### src/rtl/wb_pkg.sv
// Shared types, default widths and the round-robin pick used by the Wishbone arbiter.
package wb_pkg;

  typedef enum logic [1:0] {
    IDLE  = 2'd0,
    BUSY  = 2'd1,
    ABORT = 2'd2
  } arb_state_t;

  localparam int DEF_ADR_W = 24;
  localparam int DEF_DAT_W = 32;
  localparam int MAX_M     = 8;

  // First set bit of req searching upward from (last+1) mod n, wrapping; one-hot result.
  function automatic logic [MAX_M-1:0] rr_pick(input logic [MAX_M-1:0] req,
                                               input logic [2:0]       last,
                                               input int               n);
    logic [MAX_M-1:0] sel;
    logic             found;
    logic [2:0]       idx;
    sel   = '0;
    found = 1'b0;
    for (int k = 1; k <= MAX_M; k++) begin
      idx = 3'((int'(last) + k) % n);
      if (!found && (k <= n) && req[idx]) begin
        sel[idx] = 1'b1;
        found    = 1'b1;
      end
    end
    return sel;
  endfunction

endpackage

### src/rtl/wb_bus_arbiter_if.sv
// Bundle of the master-side and slave-side Wishbone signals around the arbiter.
interface wb_bus_arbiter_if
  import wb_pkg::*;
#(
  parameter int NUM_M = 2,
  parameter int ADR_W = DEF_ADR_W,
  parameter int DAT_W = DEF_DAT_W
) ();

  logic [NUM_M-1:0]       i_m_cyc;
  logic [NUM_M-1:0]       i_m_stb;
  logic [NUM_M-1:0]       i_m_we;
  logic [NUM_M*ADR_W-1:0] i_m_adr;
  logic [NUM_M*DAT_W-1:0] i_m_dat;
  logic [NUM_M-1:0]       o_m_ack;
  logic [NUM_M-1:0]       o_m_err;
  logic [DAT_W-1:0]       o_m_dat;
  logic                   o_s_cyc;
  logic                   o_s_stb;
  logic                   o_s_we;
  logic [ADR_W-1:0]       o_s_adr;
  logic [DAT_W-1:0]       o_s_dat;
  logic                   i_s_ack;
  logic [DAT_W-1:0]       i_s_dat;
  logic [NUM_M-1:0]       o_grant;
  logic                   o_busy;

  // Environment side: the bus masters plus the shared slave.
  modport master (
    output i_m_cyc, i_m_stb, i_m_we, i_m_adr, i_m_dat, i_s_ack, i_s_dat,
    input  o_m_ack, o_m_err, o_m_dat, o_s_cyc, o_s_stb, o_s_we, o_s_adr, o_s_dat,
    input  o_grant, o_busy
  );

  // Arbiter side.
  modport slave (
    input  i_m_cyc, i_m_stb, i_m_we, i_m_adr, i_m_dat, i_s_ack, i_s_dat,
    output o_m_ack, o_m_err, o_m_dat, o_s_cyc, o_s_stb, o_s_we, o_s_adr, o_s_dat,
    output o_grant, o_busy
  );

endinterface

### src/rtl/wb_bus_arbiter.sv
// Round-robin Wishbone classic arbiter: NUM_M masters share one slave bus, with a
// no-ack timeout that aborts the cycle and reports an error to the owner.
module wb_bus_arbiter
  import wb_pkg::*;
#(
  parameter int NUM_M   = 2,
  parameter int ADR_W   = DEF_ADR_W,
  parameter int DAT_W   = DEF_DAT_W,
  parameter int TIMEOUT = 255
) (
  input  logic             clk,
  input  logic             rst,
  wb_bus_arbiter_if.slave  bus
);

  localparam int IDX_W = $clog2(NUM_M);
  localparam int CNT_W = $clog2(TIMEOUT + 1);

  arb_state_t       state_q, state_d;
  logic [NUM_M-1:0] grant_q, grant_d;
  logic [IDX_W-1:0] last_q, last_d;
  logic [CNT_W-1:0] cnt_q, cnt_d;

  logic             own_cyc, own_stb, own_we;
  logic [ADR_W-1:0] own_adr;
  logic [DAT_W-1:0] own_dat;
  logic [MAX_M-1:0] req_w;
  logic             timeout_hit;
  logic             live, in_busy, s_cyc;

  always_comb begin
    own_cyc = 1'b0;
    own_stb = 1'b0;
    own_we  = 1'b0;
    own_adr = '0;
    own_dat = '0;
    for (int i = 0; i < NUM_M; i++) begin
      if (grant_q[i]) begin
        own_cyc = bus.i_m_cyc[i];
        own_stb = bus.i_m_stb[i];
        own_we  = bus.i_m_we[i];
        own_adr = bus.i_m_adr[i*ADR_W +: ADR_W];
        own_dat = bus.i_m_dat[i*DAT_W +: DAT_W];
      end
    end
  end

  always_comb begin
    req_w = '0;
    for (int i = 0; i < NUM_M; i++) req_w[i] = bus.i_m_cyc[i];
  end

  // A simultaneous ack always beats the timeout.
  assign timeout_hit = (state_q == BUSY) && own_cyc && own_stb && !bus.i_s_ack &&
                       (cnt_q == CNT_W'(TIMEOUT));

  always_ff @(posedge clk) begin
    if (rst) begin
      state_q <= IDLE;
      grant_q <= '0;
      last_q  <= IDX_W'(NUM_M - 1);
      cnt_q   <= '0;
    end else begin
      state_q <= state_d;
      grant_q <= grant_d;
      last_q  <= last_d;
      cnt_q   <= cnt_d;
    end
  end

  always_comb begin
    state_d = state_q;
    grant_d = grant_q;
    last_d  = last_q;
    cnt_d   = cnt_q;
    unique case (state_q)
      IDLE: begin
        if (|bus.i_m_cyc) begin
          state_d = BUSY;
          grant_d = NUM_M'(rr_pick(req_w, 3'(last_q), NUM_M));
          cnt_d   = '0;
          for (int i = 0; i < NUM_M; i++) begin
            if (grant_d[i]) last_d = IDX_W'(i);
          end
        end
      end
      BUSY: begin
        if (!own_cyc) begin
          state_d = IDLE;
          grant_d = '0;
          cnt_d   = '0;
        end else if (timeout_hit) begin
          state_d = ABORT;
          cnt_d   = '0;
        end else if (own_stb && !bus.i_s_ack) begin
          cnt_d = cnt_q + 1'b1;
        end else begin
          cnt_d = '0;
        end
      end
      ABORT: begin
        if (!own_cyc) begin
          state_d = IDLE;
          grant_d = '0;
        end
      end
      default: begin
        state_d = IDLE;
        grant_d = '0;
        cnt_d   = '0;
      end
    endcase
  end

  // Outputs are forced quiet while rst is high so masters never see a stale grant.
  assign live    = !rst;
  assign in_busy = live && (state_q == BUSY);
  assign s_cyc   = in_busy && own_cyc && !timeout_hit;

  assign bus.o_s_cyc = s_cyc;
  assign bus.o_s_stb = s_cyc && own_stb;
  assign bus.o_s_we  = s_cyc && own_we;
  assign bus.o_s_adr = s_cyc ? own_adr : '0;
  assign bus.o_s_dat = s_cyc ? own_dat : '0;
  assign bus.o_m_dat = (live && (state_q != IDLE)) ? bus.i_s_dat : '0;
  assign bus.o_grant = live ? grant_q : '0;
  assign bus.o_busy  = live && (state_q != IDLE);

  always_comb begin
    bus.o_m_ack = '0;
    bus.o_m_err = '0;
    for (int i = 0; i < NUM_M; i++) begin
      if (grant_q[i]) begin
        bus.o_m_ack[i] = s_cyc && bus.i_s_ack;
        bus.o_m_err[i] = in_busy && timeout_hit;
      end
    end
  end

endmodule

### src/flat_wrapper.sv
// flat-port wrapper written by rule: the top's interface ports become plain ports
module wb_bus_arbiter_flat import wb_pkg::*;
#(
  parameter int NUM_M   = 2,
  parameter int ADR_W   = DEF_ADR_W,
  parameter int DAT_W   = DEF_DAT_W,
  parameter int TIMEOUT = 255
)
  (clk, rst, bus_i_m_cyc, bus_i_m_stb, bus_i_m_we, bus_i_m_adr, bus_i_m_dat, bus_i_s_ack, bus_i_s_dat, bus_o_m_ack, bus_o_m_err, bus_o_m_dat, bus_o_s_cyc, bus_o_s_stb, bus_o_s_we, bus_o_s_adr, bus_o_s_dat, bus_o_grant, bus_o_busy);
  wb_bus_arbiter_if #(.NUM_M(NUM_M), .ADR_W(ADR_W), .DAT_W(DAT_W)) bus_i ();
  input  logic clk;
  input  logic rst;
  input wire logic [$bits(bus_i.i_m_cyc)-1:0] bus_i_m_cyc;
  input wire logic [$bits(bus_i.i_m_stb)-1:0] bus_i_m_stb;
  input wire logic [$bits(bus_i.i_m_we)-1:0] bus_i_m_we;
  input wire logic [$bits(bus_i.i_m_adr)-1:0] bus_i_m_adr;
  input wire logic [$bits(bus_i.i_m_dat)-1:0] bus_i_m_dat;
  input wire logic [$bits(bus_i.i_s_ack)-1:0] bus_i_s_ack;
  input wire logic [$bits(bus_i.i_s_dat)-1:0] bus_i_s_dat;
  output wire logic [$bits(bus_i.o_m_ack)-1:0] bus_o_m_ack;
  output wire logic [$bits(bus_i.o_m_err)-1:0] bus_o_m_err;
  output wire logic [$bits(bus_i.o_m_dat)-1:0] bus_o_m_dat;
  output wire logic [$bits(bus_i.o_s_cyc)-1:0] bus_o_s_cyc;
  output wire logic [$bits(bus_i.o_s_stb)-1:0] bus_o_s_stb;
  output wire logic [$bits(bus_i.o_s_we)-1:0] bus_o_s_we;
  output wire logic [$bits(bus_i.o_s_adr)-1:0] bus_o_s_adr;
  output wire logic [$bits(bus_i.o_s_dat)-1:0] bus_o_s_dat;
  output wire logic [$bits(bus_i.o_grant)-1:0] bus_o_grant;
  output wire logic [$bits(bus_i.o_busy)-1:0] bus_o_busy;
  assign bus_i.i_m_cyc = bus_i_m_cyc;
  assign bus_i.i_m_stb = bus_i_m_stb;
  assign bus_i.i_m_we = bus_i_m_we;
  assign bus_i.i_m_adr = bus_i_m_adr;
  assign bus_i.i_m_dat = bus_i_m_dat;
  assign bus_i.i_s_ack = bus_i_s_ack;
  assign bus_i.i_s_dat = bus_i_s_dat;
  assign bus_o_m_ack = bus_i.o_m_ack;
  assign bus_o_m_err = bus_i.o_m_err;
  assign bus_o_m_dat = bus_i.o_m_dat;
  assign bus_o_s_cyc = bus_i.o_s_cyc;
  assign bus_o_s_stb = bus_i.o_s_stb;
  assign bus_o_s_we = bus_i.o_s_we;
  assign bus_o_s_adr = bus_i.o_s_adr;
  assign bus_o_s_dat = bus_i.o_s_dat;
  assign bus_o_grant = bus_i.o_grant;
  assign bus_o_busy = bus_i.o_busy;
  wb_bus_arbiter #(.NUM_M(NUM_M), .ADR_W(ADR_W), .DAT_W(DAT_W), .TIMEOUT(TIMEOUT)) u_core (.clk(clk), .rst(rst), .bus(bus_i));
endmodule
### config.mk
export PLATFORM = sky130hd
export DESIGN_NAME = wb_bus_arbiter_flat
export DESIGN_NICKNAME = d
export VERILOG_FILES = /design/src/rtl/wb_pkg.sv /design/src/rtl/wb_bus_arbiter_if.sv /design/src/rtl/wb_bus_arbiter.sv /design/src/flat_wrapper.sv
export SDC_FILE = /design/constraint.sdc
export NUM_CORES = 1
export LEC_CHECK = 0
export CAP_MARGIN = 20
export CORE_AREA = 2 2 98 100
export DETAILED_ROUTE_END_ITERATION = 12
export DIE_AREA = 0 0 100 102
export GPL_TIMING_DRIVEN = 1
export PLACE_DENSITY = 0.69
export SLEW_MARGIN = 20
export SYNTH_ARGS = -nofsm -noshare
export SYNTH_HDL_FRONTEND = slang
export SYNTH_SLANG_ARGS = --single-unit
### constraint.sdc
create_clock -name clk -period 1.6 [get_ports clk]
set_input_delay 0.16 -clock clk [delete_from_list [all_inputs] [get_ports clk]]
set_output_delay 0.16 -clock clk [all_outputs]
set_load 0.02 [all_outputs]
==> results.yml, run 1 <==
finish:
  syn_to_final_growth_pct: 254
  final_util_pct: 68.5
  fillers: 669
  layout-drive-gt1-share_pct: 55.1
  num-nets-final: 737
  antenna_cells: 0
yosys:
  avgSynthCellArea_um2: 6.68
  synth-seq-cells: 13
  async_reset_ff_share_pct: 0
  synth_warnings: 0
  synth_edf_count: 0
  syn_inst: 264
  synth-seq-area-share_pct: 14.8
  synth_nets: 421
  ys_types: 36
  synthesis.area_um2: 1760
  ys.flop_type: "dfxtp_1"
floorplan:
  coreArea_um2: 9110
  die_height_um: 102
  die_area_um2: 10200
  start_util_pct: 19.4
  row_count: 35
  ios: 251
  chipWidth_um: 100
cts:
  cts.reportedPaths.clkPinSlew_ns: 0.06
  cts_root_buf: "clkbuf_8"
  cts_max_level: 1
  clock_sink_count: 13
  cts_tree: "built"
  cts-buffers-inserted: 3
  clk_latency_ns: 0.25
  cts_hold_buf: 0
  cts_buffer_depth: 2
timing:
  worst_slew_pin_slew_ns: 0.439
  clock.fmax_mhz: 467
  finClkSkew_ns: 0.00628
  maxSlewViolCount: 0
  period_share_pct: 134
  setup_violations: 100
  slew_headroom_pct: 70.7
  layout_min_cycle_time_ns: 2.14
  fin_ws_ns: -0.539
  hold_viol_final: 0
  rsz0062_at_grt: "yes"
global_routing:
  use_met1_pct: 22.5
  grt_overflow: 0
  grt.busiest_layer: "met2"
  grt_pass1_wl_um: 17200
  grt_use_total_pct: 21.2
  grt_use_met3_pct: 6.02
  grt_use_met2_pct: 41.7
  antenna_found_initial: 0
  grt_pass1_vias: 3315
  grt_max_degree: 43
placement:
  dp_hpwl_um: 8710
  gp_congestion: 0.905
  port_buffers: 250
flow_run:
  maxCapViolCount: 0
setup_path:
  crit_required_ns: 1.44
  r2r_start: "u_core.state_q[0]$_SDFFE_PP0P_"
  crit_type: "reg -> out"
  start_kind: "flip-flop"
  crit_chain: "ha_4 > nand4_1 > a211oi_2 > or3_4 > buf_12 > buf_16 > buf_6 > nor2_4 > buf_6"
  critical_path.top_delay_family: "simple AND/OR/NAND/NOR gates"
  crit_path_end_kind: "output port"
  arrival_ns: 1.98
  cp-startpoint: "u_core.cnt_q[0]$_SDFFE_PP0P_"
  cp_max_fo: 6
  crit_top_cell: "buf_6"
  critPathBufInv: 4
  slowest_stage: "or3_4"
  slowest_delay_ns: 0.43
routing:
  avgRoutedWirePerCell_um: 18.0
  drt_wl_total_um: 12400
  drt_iter0_markers: 88
  drc: 0
  viasPerCell: 4.76
  final_antenna_net_count: 0
  vias: 3284
  drt_first_pass_iters: 4
min_path:
  holdCritStartpoint: "bus_i_m_cyc[0]"
  worst_hold_path_type: "in -> reg"
run_status:
  violations: "negative setup slack"
  status: "finished, violations left"
pwr:
  ir_drop_uv: 500
  power_mw: 2.01
  power-per-cell-area_nw_per_um2: 323
  leakagePower_nw: 2.35
-- cells in the mapped netlist (3+ instances only) --
cell      instances  area, um^2
buf_6             3        33.8
nand2_1           5        18.8
a22oi_1          57         428
nand2b_1          3        18.8
xnor2_1           7        61.3
nor2_1           62         233
and2_1           36         225
clkbuf_1         18        67.6
nor2b_1           3        18.8
inv_1             3        11.3
nor3_1            9        45.0
a21oi_1           3        15.0
dfxtp_1          13         260
buf_2             5        25.0
o21ai_0           3        15.0
nand4b_1          3        26.3
ha_1              4        50.1
-- sequential cells by signal, summed over array words and instances (netlist names) --
| signal | cells |
|---|---|
| u_core.grant_q | 2 |
| u_core.last_q | 1 |
| u_core.cnt_q | 8 |
| u_core.state_q | 2 |
-- layout by cell type, fill, tap and decap left out, drive strengths merged, types with 4 or more instances in the layout --
master and count:
a22oi 57, and2 36, buf 183, clkdlybuf4s50 151, dfxtp 13, ha 4, nand2 5, nor2 62
nor3 9, o21ai 4, xnor2 7
-- what timing repair did --
| item | 4_1_cts | 5_1_grt |
|---|---|---|
| cloned | 7 | 0 |
| setup endpoints to repair | 106 | 108 |
| pin swaps | 29 | 50 |
| buffers inserted | 32 | 19 |
| gates resized for setup | 669 | 100 |
-- logic make-up (layout without fill, tap and decap cells) --
kind of cell             count (synthesis)  count (layout)  synth area share, %
flip-flops                              13              13                 14.8
multiplexers                             2               2                 1.14
AND/OR/NAND/NOR                        138             138                 40.1
buffers and inverters                   29             344                 7.81
XOR/XNOR                                 7               7                 3.48
AO/OA/AOI/OAI                           71              71                 29.9
adder cells (fa/ha/maj)                  4               4                 2.84
-- path summary, 6_finish.rpt --
path	endpoint	slack, ns	depth (start not counted)
setup / recovery	bus_o_s_adr[22]	-0.54	9
hold / removal	u_core.grant_q[1]$_SDFFE_PP0P_	0.53	5
setup reg to reg	u_core.cnt_q[2]$_SDFFE_PP0P_	-0.32	11
hold reg to reg	u_core.grant_q[1]$_SDFFE_PP0P_	0.63	3
-- layout make-up --
| cell class | count | area (um^2) | share of cell area [%] |
|---|---|---|---|
| Sequential cell | 13 | 268 | 4.29 |
| Tap cell | 111 | 139 | 2.23 |
| Inverter | 3 | 16.3 | 0.261 |
| Clock buffer | 3 | 41.3 | 0.662 |
| Clock inverter | 1 | 5.00 | 0.0802 |
| Multi-Input combinational cell | 222 | 2110 | 33.8 |
| Timing Repair Buffer | 337 | 3660 | 58.7 |
-- worst register-to-register path, stage by stage (launching register included) --
cell and delay [ns]:
dfxtp_2 0.32, buf_6 0.11, inv_4 0.05, ha_4 0.15, buf_6 0.10, buf_6 0.08, buf_6 0.08, nor3b_4 0.35
buf_6 0.19, nor3b_2 0.06, xnor2_1 0.26, nor3_2 0.06
-- routing by layer --
| layer | wire length, um | up-vias |
|---|---|---|
| li1 | - | 1577 |
| met1 | 4330 | 1525 |
| met2 | 6710 | 154 |
| met3 | 1090 | 28 |
| met4 | 310 | 0 |
| met5 | 0 | - |
-- where the power goes --
group	switching (mW)	internal (mW)	total, mW
clock network	0.128	0.172	0.300
logic	0.563	0.800	1.36
registers	0.0118	0.338	0.350
-- metrics by stage --
step,setup TNS [ns],hold WS (ns),setup WS [ns],cells,instance area [um^2]
after floorplan,-6.82,0.337,-0.121,264,2020
after global placement,-69.11,0.560,-0.865,636,4840
after detailed placement,-69.77,0.579,-0.877,636,4840
after CTS,-32.05,0.516,-0.543,679,5790
after global routing,-42.01,0.569,-0.622,690,6240
final,-34.92,0.526,-0.539,690,6240
(Power assumes the default switching activity.)
==> run 2, diff against run 1 <==
--- a/config.mk
+++ b/config.mk
@@ -7,6 +7,7 @@
 export LEC_CHECK = 0
 export CAP_MARGIN = 20
 export CORE_AREA = 2 2 98 100
+export CTS_BUF_LIST = sky130_fd_sc_hd__clkbuf_4 sky130_fd_sc_hd__clkbuf_8 sky130_fd_sc_hd__clkbuf_16
 export DETAILED_ROUTE_END_ITERATION = 12
 export DIE_AREA = 0 0 100 102
 export GPL_TIMING_DRIVEN = 1
==> results of run 2 <==
Final layout, timing and power as in run 1 (identical DEF).
==> run 3, diff against run 2 <==
==> constraint.sdc (replaced) <==
create_clock -name clk -period 1.85 [get_ports clk]
set_input_delay 0.185 -clock clk [delete_from_list [all_inputs] [get_ports clk]]
set_output_delay 0.185 -clock clk [all_outputs]
set_load 0.02 [all_outputs]
==> results.yml, run 3 (synthesis gave the netlist of run 1 again) <==
routing:
  drc: 0
  avgRoutedWirePerCell_um: 16.2
  final_antenna_net_count: 0
  drt_wl_total_um: 10400
  viasPerCell: 4.65
  drt_first_pass_iters: 4
  drt_iter0_markers: 90
  vias: 3001
timing:
  period_share_pct: 109
  finClkSkew_ns: 0.00334
  slew_headroom_pct: 72.2
  maxSlewViolCount: 0
  clock.fmax_mhz: 495
  hold_viol_final: 0
  worst_slew_pin_slew_ns: 0.418
  layout_min_cycle_time_ns: 2.02
  whs_ns: 0.583
  rsz0062_at_grt: "yes"
  setup_violations: 62
  fin_ws_ns: -0.169
finish:
  layout_commonest_cell: "clkdlybuf4s50_1"
  antenna_cells: 0
  stdcell_count: 646
  max_flop_register: "u_core.cnt_q"
  mostFrequentLayoutCells: "clkdlybuf4s50_1 (154), buf_4 (86), nor2_1 (58), a22oi_1 (57), buf_6 (33)"
  final_util_pct: 52.0
  layout-drive-gt1-share_pct: 33.8
  syn_to_final_growth_pct: 169
  largest_reg_flops: 8
  largestRegisters: "u_core.cnt_q x8, u_core.grant_q x2, u_core.state_q x2"
  num-nets-final: 693
global_routing:
  grt_pass1_vias: 2773
  grt_max_degree: 60
  grt_use_total_pct: 17.8
  grt_overflow: 0
  grt_pass1_wl_um: 14700
  antenna_found_initial: 0
cts:
  clock_sink_count: 13
  cts-buffers-inserted: 3
  clk_latency_ns: 0.25
  cts_tree: "built"
  cts_buffer_depth: 2
  cts_root_buf: "clkbuf_8"
  cts_max_level: 1
  cts.reportedPaths.clkPinSlew_ns: 0.06
min_path:
  worst_hold_path_type: "reg -> reg"
  holdCritStartpoint: "u_core.last_q$_SDFFE_PP1P_"
floorplan:
  row_count: 35
  coreArea_um2: 9110
  start_util_pct: 19.4
  die_height_um: 102
  chipWidth_um: 100
  die_area_um2: 10200
  ios: 251
setup_path:
  start_kind: "input pin"
  crit_path_end_kind: "output port"
  r2r_start: "u_core.state_q[1]$_SDFFE_PP0P_"
  cp-startpoint: "bus_i_m_cyc[0]"
  arrival_ns: 1.83
  cp_max_fo: 23
  crit_type: "in -> out"
  crit_required_ns: 1.66
pwr:
  power-per-cell-area_nw_per_um2: 314
  leakagePower_nw: 1.90
  ir_drop_uv: 322
run_status:
  violations: "negative setup slack"
  status: "finished, violations left"
placement:
  dp_hpwl_um: 8060
  dp_cells: 632
  gp_congestion: 0.902
  port_buffers: 250
flow_run:
  maxCapViolCount: 0
-- run 3: cell count changes in the layout (fill, tap and decap cells not counted), sizes merged --
cell           previous run  this run
dlygate4sd2               3         0
clkdlybuf4s50           151       154
clkbuf                    3         6
clkinv                    1         0
buf                     183       137
-- run 3: worst max-delay path: stages --
cell and delay [ns]:
clkdlybuf4s50_1 0.48, and3b_2 0.21, o21ai_2 0.06, or3_4 0.42, buf_12 0.18, nor2_1 0.13
buf_4 0.16
-- run 3: per-layer routing --
layer  part of all wire, %  global-route usage (%)
met1                    40                    21.7
met3                   8.1                    4.17
met2                    51                    32.2
met5                     0                       0
met4                   1.6                    3.37
-- run 3: worst paths after layout --
kind	end	slack [ns]	depth (start not counted)
max	bus_o_s_adr[4]	-0.17	7
min	u_core.last_q$_SDFFE_PP1P_	0.58	2
max reg2reg	u_core.cnt_q[7]$_SDFFE_PP0P_	0.12	9
min reg2reg	u_core.last_q$_SDFFE_PP1P_	0.58	2
-- run 3: what timing repair did --
item / 4_1_cts / 5_1_grt
gates cloned: 1 / 1
hold buffers: 0 / 0
resized for setup: 467 / 61
pin swaps: 5 / 11
buffers inserted: 5 / 3
setup endpoints to repair: 104 / 77
-- run 3: final cells by class --
cell class	count	area, um^2
Inverter	3	11.3
Timing Repair Buffer	293	2780
Sequential cell	13	267
Fill cell	897	4370
Multi-Input combinational cell	222	1490
Tap cell	111	139
Clock buffer	4	48.8
-- run 3: power breakdown --
| part | switching, mW | internal [mW] |
|---|---|---|
| logic | 0.349 | 0.561 |
| clock network | 0.107 | 0.167 |
| registers | 0.00952 | 0.292 |
| total | 0.466 | 1.02 |
-- run 3: per-stage QoR --
step	instance area (um^2)	power (mW)	TNS (ns)	setup WS, ns
after detailed placement	4550	1.14	-55.64	-0.816
after floorplan	1760	0.606	-0.865	-0.0440
after CTS	4490	1.43	-10.80	-0.203
after global routing	4740	1.57	-14.86	-0.257
final	4740	1.49	-8.78	-0.169
after global placement	4550	1.13	-54.20	-0.824
